## src/rtl/pll_sup_pkg.sv

```systemverilog
// Shared types and default constants for the PLL lock supervisor.
// The state encoding is fixed at 3 bits so other blocks can decode it.
package pll_sup_pkg;

    typedef enum logic [2:0] {
        PLL_RST   = 3'd0,
        WAIT_LOCK = 3'd1,
        STABLE    = 3'd2,
        RUN       = 3'd3,
        FAIL      = 3'd4
    } state_t;

    localparam int DEF_SYNC_STAGES         = 2;
    localparam int DEF_PLL_RST_CYCLES      = 16;
    localparam int DEF_LOCK_STABLE_CYCLES  = 4096;
    localparam int DEF_LOCK_TIMEOUT_CYCLES = 270000;
    localparam int DEF_MAX_RETRIES         = 3;

    function automatic int max3(input int a, input int b, input int c);
        int m;
        m = (a > b) ? a : b;
        return (m > c) ? m : c;
    endfunction

endpackage

```

## src/rtl/sync_ff.sv

```systemverilog
// Reset-free multi-flop synchronizer for a single asynchronous bit.
// Usable for any slow level signal crossing into the clk domain.
module sync_ff #(
    parameter int STAGES = 2
) (
    input  logic clk,
    input  logic d,
    output logic q
);

    logic [STAGES-1:0] chain;

    always_ff @(posedge clk) begin
        chain <= {chain[STAGES-2:0], d};
    end

    assign q = chain[STAGES-1];

endmodule

```

## src/rtl/pll_lock_supervisor.sv

```systemverilog
// Brings up a PLL from the reference clock: pulses its reset, debounces LOCK,
// retries on timeout and releases a synchronous system reset once stable.
module pll_lock_supervisor
    import pll_sup_pkg::*;
#(
    parameter int SYNC_STAGES         = DEF_SYNC_STAGES,
    parameter int PLL_RST_CYCLES      = DEF_PLL_RST_CYCLES,
    parameter int LOCK_STABLE_CYCLES  = DEF_LOCK_STABLE_CYCLES,
    parameter int LOCK_TIMEOUT_CYCLES = DEF_LOCK_TIMEOUT_CYCLES,
    parameter int MAX_RETRIES         = DEF_MAX_RETRIES
) (
    input  logic                               clk,
    input  logic                               rst,
    input  logic                               lock_i,
    output logic                               pll_reset_o,
    output logic                               sys_reset_o,
    output logic                               locked_o,
    output logic                               fail_o,
    output logic                               lock_lost_o,
    output logic [$clog2(MAX_RETRIES+1)-1:0]   retry_count_o
);

    localparam int CNT_MAX = max3(PLL_RST_CYCLES, LOCK_STABLE_CYCLES, LOCK_TIMEOUT_CYCLES);
    localparam int CNT_W   = $clog2(CNT_MAX + 1);
    localparam int RTY_W   = $clog2(MAX_RETRIES + 1);

    state_t           state;
    logic [CNT_W-1:0] cnt;
    logic [3:0]       outs;
    logic             lock_s;

    sync_ff #(
        .STAGES(SYNC_STAGES)
    ) u_lock_sync (
        .clk(clk),
        .d  (lock_i),
        .q  (lock_s)
    );

    // {pll_reset, sys_reset, locked, fail} presented while in state s.
    function automatic logic [3:0] outs_for(input state_t s);
        case (s)
            PLL_RST:   return 4'b1100;
            WAIT_LOCK: return 4'b0100;
            STABLE:    return 4'b0100;
            RUN:       return 4'b0010;
            default:   return 4'b1101;
        endcase
    endfunction

    function automatic logic [CNT_W-1:0] sat_inc(input logic [CNT_W-1:0] c);
        return (c >= CNT_W'(CNT_MAX)) ? c : c + 1'b1;
    endfunction

    always_ff @(posedge clk) begin
        if (rst) begin
            state         <= PLL_RST;
            outs          <= outs_for(PLL_RST);
            cnt           <= '0;
            retry_count_o <= '0;
            lock_lost_o   <= 1'b0;
        end else begin
            case (state)
                PLL_RST: begin
                    if (cnt >= CNT_W'(PLL_RST_CYCLES - 1)) begin
                        state <= WAIT_LOCK;
                        outs  <= outs_for(WAIT_LOCK);
                        cnt   <= '0;
                    end else begin
                        cnt <= sat_inc(cnt);
                    end
                end
                WAIT_LOCK: begin
                    // Lock takes priority over a timeout landing on the same edge.
                    if (lock_s) begin
                        state <= STABLE;
                        outs  <= outs_for(STABLE);
                        cnt   <= '0;
                    end else if (cnt >= CNT_W'(LOCK_TIMEOUT_CYCLES)) begin
                        if (retry_count_o >= RTY_W'(MAX_RETRIES)) begin
                            state <= FAIL;
                            outs  <= outs_for(FAIL);
                        end else begin
                            retry_count_o <= retry_count_o + 1'b1;
                            state         <= PLL_RST;
                            outs          <= outs_for(PLL_RST);
                            cnt           <= '0;
                        end
                    end else begin
                        cnt <= sat_inc(cnt);
                    end
                end
                STABLE: begin
                    if (!lock_s) begin
                        state <= WAIT_LOCK;
                        outs  <= outs_for(WAIT_LOCK);
                        cnt   <= '0;
                    end else if (cnt >= CNT_W'(LOCK_STABLE_CYCLES - 1)) begin
                        state <= RUN;
                        outs  <= outs_for(RUN);
                        cnt   <= '0;
                    end else begin
                        cnt <= sat_inc(cnt);
                    end
                end
                RUN: begin
                    if (!lock_s) begin
                        lock_lost_o   <= 1'b1;
                        retry_count_o <= '0;
                        state         <= PLL_RST;
                        outs          <= outs_for(PLL_RST);
                        cnt           <= '0;
                    end
                end
                FAIL: begin
                    state <= FAIL;
                end
                default: begin
                    state <= PLL_RST;
                    outs  <= outs_for(PLL_RST);
                    cnt   <= '0;
                end
            endcase
        end
    end

    assign {pll_reset_o, sys_reset_o, locked_o, fail_o} = outs;

endmodule

```

## config.mk

```make
export PLATFORM = sky130hd
export DESIGN_NAME = pll_lock_supervisor
export DESIGN_NICKNAME = d
export VERILOG_FILES = /design/src/rtl/pll_sup_pkg.sv /design/src/rtl/sync_ff.sv /design/src/rtl/pll_lock_supervisor.sv
export SDC_FILE = /design/constraint.sdc
export NUM_CORES = 1
export LEC_CHECK = 0
export ABC_CLOCK_PERIOD_IN_PS = 2400
export CORE_UTILIZATION = 33
export DETAILED_ROUTE_END_ITERATION = 10
export RECOVER_POWER = 25
export SYNTH_ARGS = -nofsm -noshare
export SYNTH_HDL_FRONTEND = slang
export SYNTH_SLANG_ARGS = --single-unit
```

## constraint.sdc

```tcl
create_clock -name clk -period 2.4 [get_ports clk]
set_input_delay 0.72 -clock clk [delete_from_list [all_inputs] [get_ports clk]]
set_output_delay 0.72 -clock clk [all_outputs]
set_load 0.01 [all_outputs]
```

==> flow_summary.json <==
{
  "core_area_sq_mm": 0.004755,
  "antennaDiodeCount": 0,
  "wl_per_cell_um": 13.05,
  "hp-class": "reg2reg",
  "cts_buffers": 5,
  "antenna_found_initial": 0,
  "die_area_sq_mm": 0.005241,
  "top_layer": "met4",
  "finalHoldViolations": 0,
  "status": "finished, final reports clean",
  "drive_gt1_share_pct": 13.39,
  "worst_r2r_startpoint": "cnt[9]",
  "drt_pass1_iterations": 4,
  "cp_top_family": "compound AO/OA/AOI/OAI gates",
  "fin_setup_tns_ns": 0,
  "synth_top_cell_area_share_pct": 37.95,
  "drv_slew": 0,
  "ys_seq_elements": 31,
  "cts-htree-levels": 2,
  "worstSetupEndpoint": "cnt[18]",
  "post-route-drc-count": 0,
  "clk_latency_ns": 0.29,
  "ff2ff_path_depth": 6,
  "first_global_vias": 1433,
  "wl_met2_um": 1764,
  "fin_nets": 230,
  "period_needed_ns": 2.206,
  "wl_met1_um": 1896,
  "synth_area_sq_mm": 0.001635,
  "whs_ns": 0.3275,
  "fillers": 497,
  "crit_slowest_cell": "o41ai_4",
  "design.portCount": 10,
  "crit_buf_inv": 1,
  "r2r_slack_ns": 0.19,
  "num_vias": 1522,
  "dp_slack_ns": 0.07706,
  "timing.final.crit_share_pct": 91.90,
  "routed_wl_um": 3798,
  "antenna_left": 0,
  "grt_overflow": 0,
  "num_rows": 25,
  "drt_iter0_drc": 72,
  "final_common_cell": "dfxtp_1",
  "critical_path_arrival_ns": 2.38,
  "synth_edf_count": 0,
  "synth_area_leaders": "dfxtp_1 38%, a21oi_1 5.5%, nor2_1 4.4%",
  "clk_path_buf_depth": 2,
  "power.density_mw_per_mm2": 582.1,
  "cp.required_ns": 2.58,
  "seq_area_sq_um": 620.6,
  "maxSlewHeadroom_pct": 42.60,
  "area_growth_syn_to_layout_pct": 24.33,
  "start_util_pct": 34.39,
  "p_leak_nw": 0.7243,
  "reg2reg_to": "cnt[18]",
  "p_total_mw": 1.184,
  "yosys_warnings": 0,
  "synth-async-reset-ratio_pct": 0,
  "worstPathCellList": "nand4_1 > a2111o_1 > and3_1 > o41ai_4 > buf_4 > o22ai_1",
  "synth_top_flop_cell": "dfxtp_1",
  "synth_cell_types": 44,
  "seq_area_frac_synth_pct": 37.95,
  "ir_drop_mv": 0.2615,
  "synthesis.nets": 203,
  "setup.worst_path.class": "reg2reg",
  "io_buffers": 9,
  "fmax_mhz": 453.4,
  "layout_common_cells": "31 x dfxtp_1, 19 x nor2_1, 18 x a21oi_1, 18 x buf_4, 13 x nand2_1",
  "cp_slowest_stage_delay_ns": 0.48,
  "cts_sinks": 31,
  "startpoint": "cnt[9]",
  "cts_root_buf": "clkbuf_8",
  "place_hpwl_um": 2775,
  "yosys.area.top_type": "dfxtp_1",
  "multiInputGateArea_sq_um": 925.9,
  "clk_pin_slew_ns": 0.07,
  "die_y_um": 72.40,
  "wl_met3_um": 88,
  "crit_fanout": 7,
  "path_depth": 6,
  "setup.worst_path.start_class": "flop",
  "grt_pass1_wl_um": 6499,
  "die_w_um": 72.40,
  "cts_tree": "done",
  "layout_setup_ws_ns": 0.1944,
  "grt_usage_pct": 16.11,
  "viasPerCell": 5.230,
  "setup_violations": 0,
  "finClkSkew_ns": 0.004883,
  "synth_cells": 196,
  "max_cap_viol_count": 0,
  "grt_max_degree": 17,
  "worst_pin_slew_ns": 0.8521,
  "avgSynthCellArea_sq_um": 8.343,
  "place.gp.congestion": 0.7944,
  "endpoint_kind": "flop",
  "rsz0062_at_grt": "false"
}
## cell usage after synthesis (2+ instances only)
cell / n
nand3_1: 11
clkbuf_1: 6
mux2i_1: 4
o21a_1: 2
a21o_1: 2
and2_1: 2
buf_6: 2
o21ai_0: 10
nand4_1: 4
inv_1: 9
or3_1: 6
o31ai_1: 7
a21oi_1: 18
or4_1: 9
and3_1: 2
dfxtp_1: 31
a2111oi_0: 2
nand2b_1: 2
nor3_1: 7
nor4_1: 2
nor2_1: 19
xor2_1: 2
ha_1: 4
nand2_1: 13
## kinds of logic (layout without fill, tap and decap cells)
group / count (synthesis) / in the layout / synth area share (%)
and+or+nand+nor: 84 / 84 / 27.62
AOI/OAI and AO/OA: 52 / 52 / 22.04
DFF: 31 / 31 / 37.95
buffers and inverters: 18 / 46 / 5.126
muxes: 5 / 5 / 3.137
adders and majority gates: 4 / 4 / 3.061
xor gates and xnor gates: 2 / 2 / 1.071
## registers in the layout, indices dropped and copies added, names as in the netlist
register / count
cnt: 19
lock_lost_o: 1
outs: 4
retry_count_o: 2
state: 3
u_lock_sync.chain: 2
## what timing repair did
action | CTS | global route
setup buffers | 0 | 0
gates resized for setup | 0 | 1
hold buffers | 0 | 0
setup endpoints to repair | 0 | 18
## layout make-up
class                      instances  area share [%]
clock inverter                     2           2.954
sequential                        31           30.52
inverter                           9           1.662
clock buffer                       6           3.569
multi-input combinational        147           45.54
tap                               67           4.123
timing repair buffer              29           11.63
## stage by stage
stage | util, % | cell area [sq um] | std cells
2_1_floorplan | - | 1635 | 196
3_3_place_gp | 40.16 | 1909 | 283
3_5_place_dp | 40.16 | 1909 | 283
4_1_cts | 42.95 | 2042 | 291
5_1_grt | 42.76 | 2033 | 291
6_report | 42.76 | 2033 | 291
## metal layers
metal	GRT usage, %	vias to the layer above
met5	0	-
met4	7.407	0
met1	20.61	719
met2	25.23	16
li1	-	783
met3	4.306	4
## how the worst min path moves through the flow
stage / start / to / cells after the start
4_1_cts: u_lock_sync.chain[0] / u_lock_sync.chain[1] / 0
3_3_place_gp: u_lock_sync.chain[0] / u_lock_sync.chain[1] / 0
6_report: u_lock_sync.chain[0] / u_lock_sync.chain[1] / 0
2_1_floorplan: u_lock_sync.chain[0] / u_lock_sync.chain[1] / 0
3_5_place_dp: u_lock_sync.chain[0] / u_lock_sync.chain[1] / 0
5_1_grt: u_lock_sync.chain[0] / u_lock_sync.chain[1] / 0
## where the power goes
part	total (mW)	switching, mW	internal [mW]
Sequential	0.528	0.00736	0.521
Combinational	0.0368	0.0197	0.0171
Clock	0.619	0.204	0.415
Total	1.18	0.231	0.953
Note: power is estimated with default switching activity, not from simulation.
